--- src/rtl/m6502_alu_seq_if.sv ---
// Request/result bundle between the m6502 sequencer and the sequenced ALU.
// The sequencer is the master; the ALU is the slave.
interface m6502_alu_seq_if #(
  parameter int WIDTH = 8
);
  logic             start;
  logic [3:0]       op;
  logic [WIDTH-1:0] in_a;
  logic [WIDTH-1:0] in_b;
  logic             decimal;
  logic             flag_c_set;
  logic             flag_c_reset;
  logic [WIDTH-1:0] out;
  logic             busy;
  logic             done;
  logic             flag_c;
  logic             flag_z;
  logic             flag_v;
  logic             flag_n;

  modport master (
    output start, op, in_a, in_b, decimal, flag_c_set, flag_c_reset,
    input  out, busy, done, flag_c, flag_z, flag_v, flag_n
  );

  modport slave (
    input  start, op, in_a, in_b, decimal, flag_c_set, flag_c_reset,
    output out, busy, done, flag_c, flag_z, flag_v, flag_n
  );
endinterface

--- src/rtl/m6502_alu_seq.sv ---
// Handshaked, width-parametrised m6502 ALU with optional BCD adjust cycle.
// Owns the C, Z, V and N flags; results are registered on entry to DONE.
module m6502_alu_seq #(
  parameter int WIDTH      = 8,
  parameter bit DECIMAL_EN = 1'b1
) (
  input logic             clk,
  input logic             reset_n,
  m6502_alu_seq_if.slave  bus
);
  localparam int M   = WIDTH - 1;
  localparam int NIB = WIDTH / 4;

  typedef enum logic [1:0] {IDLE, EXEC, ADJUST, DONE} state_t;
  typedef enum logic [3:0] {
    OP_UPDATE, OP_AND, OP_OR, OP_EOR, OP_ADC, OP_SBC, OP_INC, OP_DEC,
    OP_CMP, OP_ASL, OP_LSR, OP_ROL, OP_ROR, OP_BIT, OP_NOP0, OP_NOP1
  } op_t;

  state_t           state_q, state_d;
  op_t              op_q;
  logic [WIDTH-1:0] a_q, b_q, out_q;
  logic             dec_q, cin_q, exec_ph;
  logic [WIDTH:0]   res_q;
  logic             c_q, z_q, v_q, n_q;
  logic             set_q, clr_q;

  logic             need_adj, commit;
  logic [WIDTH-1:0] bp, dec_r, r;
  logic             dec_c;
  logic [WIDTH:0]   bin_r, fin_r;
  logic             c_nx, z_nx, v_nx, n_nx;
  logic [5:0]       s;
  logic [3:0]       an, bn, dig;

  assign need_adj = DECIMAL_EN && dec_q && (op_q == OP_ADC || op_q == OP_SBC);

  // EXEC spans two cycles: the first registers the binary result, the second commits or hands off to ADJUST.
  always_comb begin
    state_d = state_q;
    commit  = 1'b0;
    case (state_q)
      IDLE:    if (bus.start) state_d = EXEC;
      EXEC:    if (exec_ph) begin
                 state_d = need_adj ? ADJUST : DONE;
                 commit  = !need_adj;
               end
      ADJUST:  begin state_d = DONE; commit = 1'b1; end
      DONE:    state_d = IDLE;
      default: state_d = IDLE;
    endcase
  end

  always_ff @(posedge clk or negedge reset_n) begin
    if (!reset_n) state_q <= IDLE;
    else          state_q <= state_d;
  end

  always_comb begin
    bp = (op_q == OP_SBC) ? ~b_q : b_q;
    case (op_q)
      OP_AND:          bin_r = {1'b0, a_q & b_q};
      OP_OR:           bin_r = {1'b0, a_q | b_q};
      OP_EOR:          bin_r = {1'b0, a_q ^ b_q};
      OP_ADC, OP_SBC:  bin_r = {1'b0, a_q} + {1'b0, bp} + {{WIDTH{1'b0}}, cin_q};
      OP_INC:          bin_r = {1'b0, a_q + WIDTH'(1)};
      OP_DEC:          bin_r = {1'b0, a_q - WIDTH'(1)};
      OP_CMP:          bin_r = {1'b0, a_q} + {1'b0, ~b_q} + (WIDTH+1)'(1);
      OP_ASL:          bin_r = {a_q, 1'b0};
      OP_ROL:          bin_r = {a_q, cin_q};
      OP_LSR:          bin_r = {a_q[0], 1'b0, a_q[M:1]};
      OP_ROR:          bin_r = {a_q[0], cin_q, a_q[M:1]};
      default:         bin_r = {1'b0, a_q};
    endcase
  end

  // Nibble-serial BCD correction, carry/borrow rippling upward from the LSB digit.
  always_comb begin
    dec_r = '0;
    dec_c = cin_q;
    s     = '0;
    an    = '0;
    bn    = '0;
    dig   = '0;
    for (int unsigned i = 0; i < NIB; i++) begin
      an = a_q[i*4 +: 4];
      bn = b_q[i*4 +: 4];
      if (op_q == OP_SBC) begin
        s     = {2'b00, an} + {2'b00, ~bn} + {5'b0, dec_c};
        dec_c = s[4];
        dig   = dec_c ? s[3:0] : s[3:0] - 4'd6;
      end else begin
        s = {2'b00, an} + {2'b00, bn} + {5'b0, dec_c};
        if (s > 6'd9) s = s + 6'd6;
        dec_c = (s > 6'd15);
        dig   = s[3:0];
      end
      dec_r[i*4 +: 4] = dig;
    end
  end

  always_comb begin
    fin_r = (state_q == ADJUST) ? {dec_c, dec_r} : res_q;
    r     = fin_r[M:0];
    c_nx  = c_q;
    v_nx  = v_q;
    z_nx  = (r == '0);
    n_nx  = r[M];
    case (op_q)
      OP_ADC, OP_SBC: begin
        c_nx = fin_r[WIDTH];
        v_nx = ~(a_q[M] ^ bp[M]) & (a_q[M] ^ r[M]);
      end
      OP_CMP, OP_ASL, OP_LSR, OP_ROL, OP_ROR: c_nx = fin_r[WIDTH];
      OP_BIT: begin
        z_nx = ((a_q & b_q) == '0);
        n_nx = b_q[M];
        v_nx = b_q[M-1];
      end
      OP_NOP0, OP_NOP1: begin
        z_nx = z_q;
        n_nx = n_q;
        r    = out_q;
      end
      default: ;
    endcase
  end

  always_ff @(posedge clk or negedge reset_n) begin
    if (!reset_n) begin
      op_q    <= OP_UPDATE;
      a_q     <= '0;
      b_q     <= '0;
      dec_q   <= 1'b0;
      cin_q   <= 1'b0;
      exec_ph <= 1'b0;
      res_q   <= '0;
      out_q   <= '0;
      c_q     <= 1'b0;
      z_q     <= 1'b0;
      v_q     <= 1'b0;
      n_q     <= 1'b0;
      set_q   <= 1'b0;
      clr_q   <= 1'b0;
    end else begin
      set_q   <= bus.flag_c_set;
      clr_q   <= bus.flag_c_reset;
      exec_ph <= (state_q == EXEC) && !exec_ph;
      if (state_q == IDLE && bus.start) begin
        op_q  <= op_t'(bus.op);
        a_q   <= bus.in_a;
        b_q   <= bus.in_b;
        dec_q <= bus.decimal & DECIMAL_EN;
        cin_q <= c_q;
      end
      if (state_q == EXEC && !exec_ph) res_q <= bin_r;
      if (commit) begin
        out_q <= r;
        z_q   <= z_nx;
        v_q   <= v_nx;
        n_q   <= n_nx;
      end
      if (bus.flag_c_set && !set_q)           c_q <= 1'b1;
      else if (bus.flag_c_reset && !clr_q)    c_q <= 1'b0;
      else if (commit)                        c_q <= c_nx;
    end
  end

  assign bus.out    = out_q;
  assign bus.busy   = (state_q != IDLE);
  assign bus.done   = (state_q == DONE);
  assign bus.flag_c = c_q;
  assign bus.flag_z = z_q;
  assign bus.flag_v = v_q;
  assign bus.flag_n = n_q;
endmodule
--- src/flat_wrapper.sv ---
// flat-port wrapper written by rule: the top's interface ports become plain ports
module m6502_alu_seq_flat 
#(
  parameter int WIDTH      = 8,
  parameter bit DECIMAL_EN = 1'b1
)
  (clk, reset_n, bus_start, bus_op, bus_in_a, bus_in_b, bus_decimal, bus_flag_c_set, bus_flag_c_reset, bus_out, bus_busy, bus_done, bus_flag_c, bus_flag_z, bus_flag_v, bus_flag_n);
  m6502_alu_seq_if #(.WIDTH(WIDTH)) bus_i ();
  input logic clk;
  input logic reset_n;
  input wire logic [$bits(bus_i.start)-1:0] bus_start;
  input wire logic [$bits(bus_i.op)-1:0] bus_op;
  input wire logic [$bits(bus_i.in_a)-1:0] bus_in_a;
  input wire logic [$bits(bus_i.in_b)-1:0] bus_in_b;
  input wire logic [$bits(bus_i.decimal)-1:0] bus_decimal;
  input wire logic [$bits(bus_i.flag_c_set)-1:0] bus_flag_c_set;
  input wire logic [$bits(bus_i.flag_c_reset)-1:0] bus_flag_c_reset;
  output wire logic [$bits(bus_i.out)-1:0] bus_out;
  output wire logic [$bits(bus_i.busy)-1:0] bus_busy;
  output wire logic [$bits(bus_i.done)-1:0] bus_done;
  output wire logic [$bits(bus_i.flag_c)-1:0] bus_flag_c;
  output wire logic [$bits(bus_i.flag_z)-1:0] bus_flag_z;
  output wire logic [$bits(bus_i.flag_v)-1:0] bus_flag_v;
  output wire logic [$bits(bus_i.flag_n)-1:0] bus_flag_n;
  assign bus_i.start = bus_start;
  assign bus_i.op = bus_op;
  assign bus_i.in_a = bus_in_a;
  assign bus_i.in_b = bus_in_b;
  assign bus_i.decimal = bus_decimal;
  assign bus_i.flag_c_set = bus_flag_c_set;
  assign bus_i.flag_c_reset = bus_flag_c_reset;
  assign bus_out = bus_i.out;
  assign bus_busy = bus_i.busy;
  assign bus_done = bus_i.done;
  assign bus_flag_c = bus_i.flag_c;
  assign bus_flag_z = bus_i.flag_z;
  assign bus_flag_v = bus_i.flag_v;
  assign bus_flag_n = bus_i.flag_n;
  m6502_alu_seq #(.WIDTH(WIDTH), .DECIMAL_EN(DECIMAL_EN)) u_core (.clk(clk), .reset_n(reset_n), .bus(bus_i));
endmodule
--- config.mk ---
export PLATFORM = sky130hd
export DESIGN_NAME = m6502_alu_seq_flat
export DESIGN_NICKNAME = d
export VERILOG_FILES = /design/src/rtl/m6502_alu_seq_if.sv /design/src/rtl/m6502_alu_seq.sv /design/src/flat_wrapper.sv
export SDC_FILE = /design/constraint.sdc
export NUM_CORES = 1
export LEC_CHECK = 0
export CAP_MARGIN = 20
export CORE_MARGIN = 5
export CORE_UTILIZATION = 30
export CTS_CLUSTER_DIAMETER = 30
export DETAILED_ROUTE_END_ITERATION = 10
export PLACE_DENSITY = 0.43
export SYNTH_ARGS = -nofsm -noshare
export SYNTH_HDL_FRONTEND = slang
export SYNTH_SLANG_ARGS = --single-unit
--- constraint.sdc ---
create_clock -name clk -period 5.4 [get_ports clk]
set_input_delay 1.08 -clock clk [delete_from_list [all_inputs] [get_ports clk]]
set_output_delay 1.08 -clock clk [all_outputs]
set_load 0.02 [all_outputs]
==> impl_metrics.yaml <==
logic_synthesis:
  ys_ff_latch: 48
  yosys.area.top_type: "dfrtp_1"
  synth_area_um2: 5440
  yosys.area.top_type_share: 0.221
  avgSynthCellArea_um2: 8.35
  synth_top_flop_cell: "dfrtp_1"
  synthCells: 652
  async_reset_ff_frac: 1.00
  synth_common_cells: "a21oi_1, ha_1, inv_1, nor2_1, dfrtp_1"
  synth-edff-count: 0
  yosysWarnings: 0
  synth_most_common_cell: "a21oi_1"
  synthTopCellsByArea: "dfrtp_1, ha_1, mux2_2"
  ys_types: 80
  ys_seq_area_frac: 0.221
  syn_nets: 738
sta:
  slew_viol_final: 0
  setup_tns_ns: 0
  setup_violations: 0
  fmax_mhz: 201
  slew-limit-headroom: 0.486
  period_share: 0.922
  hold_viol_final: 0
  worst_slew_pin_slew_ns: 0.751
  fin_hold_ws_ns: 0.436
  rsz0062_at_grt: "no"
  setup_ws_ns: 0.422
  clock_skew_ns: 0.0102
  finalCriticalPeriod_ns: 4.98
worst_setup_path:
  start_kind: "register"
  crit_arrival_ns: 5.19
  cp_max_fo: 9
  required_ns: 5.61
  path_class: "reg2reg"
  end_kind: "register"
floorplan:
  core_area_um2: 17900
  rows: 49
  chipHeight_um: 145
  die_w_um: 145
  boundaryPins: 40
  start_util: 0.304
  die_area_um2: 20900
final_layout:
  drive_gt1_frac: 0.124
  antenna_cells: 0
  synthToLayoutAreaGrowth_pct: 15.9
  utilization: 0.352
  fin_nets: 771
route:
  viasPerCell: 5.40
  drc: 0
  wl_per_cell_um: 18.8
  num_vias: 4938
  drtAntennaViolNets: 0
  drt_iter0_markers: 365
  firstDrtPassIters: 5
  wl_um: 17200
clock_network:
  clock-sinks: 48
  cts_tree: "done"
  path_clk_slew_ns: 0.08
  cts.htree.levels: 2
  post_cts_buffers: 0
  insertion_delay_ns: 0.31
  hold_buffers: 0
  cts-buffers-inserted: 5
  cts_resized: 0
  cts_root_buffer: "clkbuf_16"
  clockBufferDepth: 2
placement:
  dp_slack_ns: 0.299
  portBuffers: 39
  gp_congestion: 0.858
  dp_hpwl_um: 13400
grt:
  antenna_found_initial: 0
  grt_pass1_vias: 5106
  grt_max_degree: 49
  grt_pass1_wl_um: 28000
  overflow: 0
  grt.total_usage: 0.172
run:
  max_cap_violations: 0
worst_hold_path:
  hold_path.class: "reg2reg"
status:
  status: "finished clean"
## logic make-up after synthesis
logic type	share of synthesized area
and+or+nand+nor	0.161
muxes	0.0906
AOI/OAI and AO/OA	0.241
DFF	0.221
xor gates and xnor gates	0.0671
adders and majority gates	0.155
buffers and inverters	0.0644
## flip-flops by register name (all words and copies together), names as in the netlist
signal and cells:
u_core.res_q 9, u_core.a_q 8, u_core.b_q 8, u_core.bus.out 8
u_core.op_q 4, u_core.state_q 2, u_core.bus.flag_c 1, u_core.bus.flag_n 1
u_core.bus.flag_v 1, u_core.bus.flag_z 1, u_core.cin_q 1, u_core.clr_q 1
u_core.dec_q 1, u_core.exec_ph 1, u_core.set_q 1
## per-layer routing
metal  GRT usage  up-vias  share of wire
li1            -     2419              -
met1       0.239     2371           0.48
met2       0.276      122           0.45
met3      0.0266       26          0.044
met4      0.0550        0          0.026
met5           0        -              0
## path summary, 6_finish.rpt
kind                       depth (start not counted)  slack (ns)          start                end
max                                               19        0.42  u_core.b_q[0]  u_core.bus.flag_z
min                                                1        0.44   u_core.set_q  u_core.bus.flag_c
max reg2reg                                       19        0.42  u_core.b_q[0]  u_core.bus.flag_z
min reg2reg                                        1        0.44   u_core.set_q  u_core.bus.flag_c
max in group asynchronous                          2        4.05        reset_n      u_core.b_q[3]
min in group asynchronous                          2        0.89        reset_n       u_core.clr_q
## cells in the final DEF (no fill, tap or decap), drive strengths merged, types with 4 or more instances in the layout
cell	netlist	routed
a21oi	53	53
inv	50	51
nor2	51	51
ha	50	50
dfrtp	48	48
o21ai	45	45
nand2	39	39
clkdlybuf4s50	0	38
xnor2	32	32
mux2	32	32
buf	15	20
nor3	18	18
nand3	16	16
nand2b	13	13
a31oi	12	12
o22ai	12	12
mux2i	11	11
nor2b	10	10
fa	10	10
xor2	8	8
o21bai	7	7
and2	7	7
a211oi	7	7
and3	5	5
a21o	5	5
clkbuf	16	5
nor4	5	5
or2	5	5
a2111oi	4	4
o21a	4	4
o31ai	4	4
o221ai	4	4
## worst max-delay path, cell delays in order, from the launching register on
cell and delay [ns]:
dfrtp_1 0.43, ha_1 0.32, fa_2 0.58, ha_1 0.37
nor2_1 0.09, a32o_1 0.22, a211oi_1 0.21, a21oi_1 0.07
o22a_1 0.23, o21a_1 0.19, fa_1 0.39, inv_1 0.08
fa_1 0.45, ha_1 0.21, nor3_1 0.22, xnor2_1 0.09
nand3_1 0.10, o221ai_2 0.12, nand2b_1 0.21, o41ai_2 0.31
## cell type report
cell class | instances | area, µm²
inverter | 51 | 191
clock inverter | 3 | 46.3
sequential | 48 | 1200
multi-input combinational | 521 | 3910
tap | 229 | 287
fill | 1891 | 11600
timing repair buffer | 58 | 548
clock buffer | 5 | 125
## metrics by stage
stage               instance area, µm²  cells
finish                            6310    915
detailed placement                6090    906
floorplan                         5440    652
CTS                               6260    914
global route                      6310    915
global placement                  6090    906
Power is left out: the tool's default activity adds up to more than one toggle a clock period on the data nets, which glitch-free logic cannot reach.
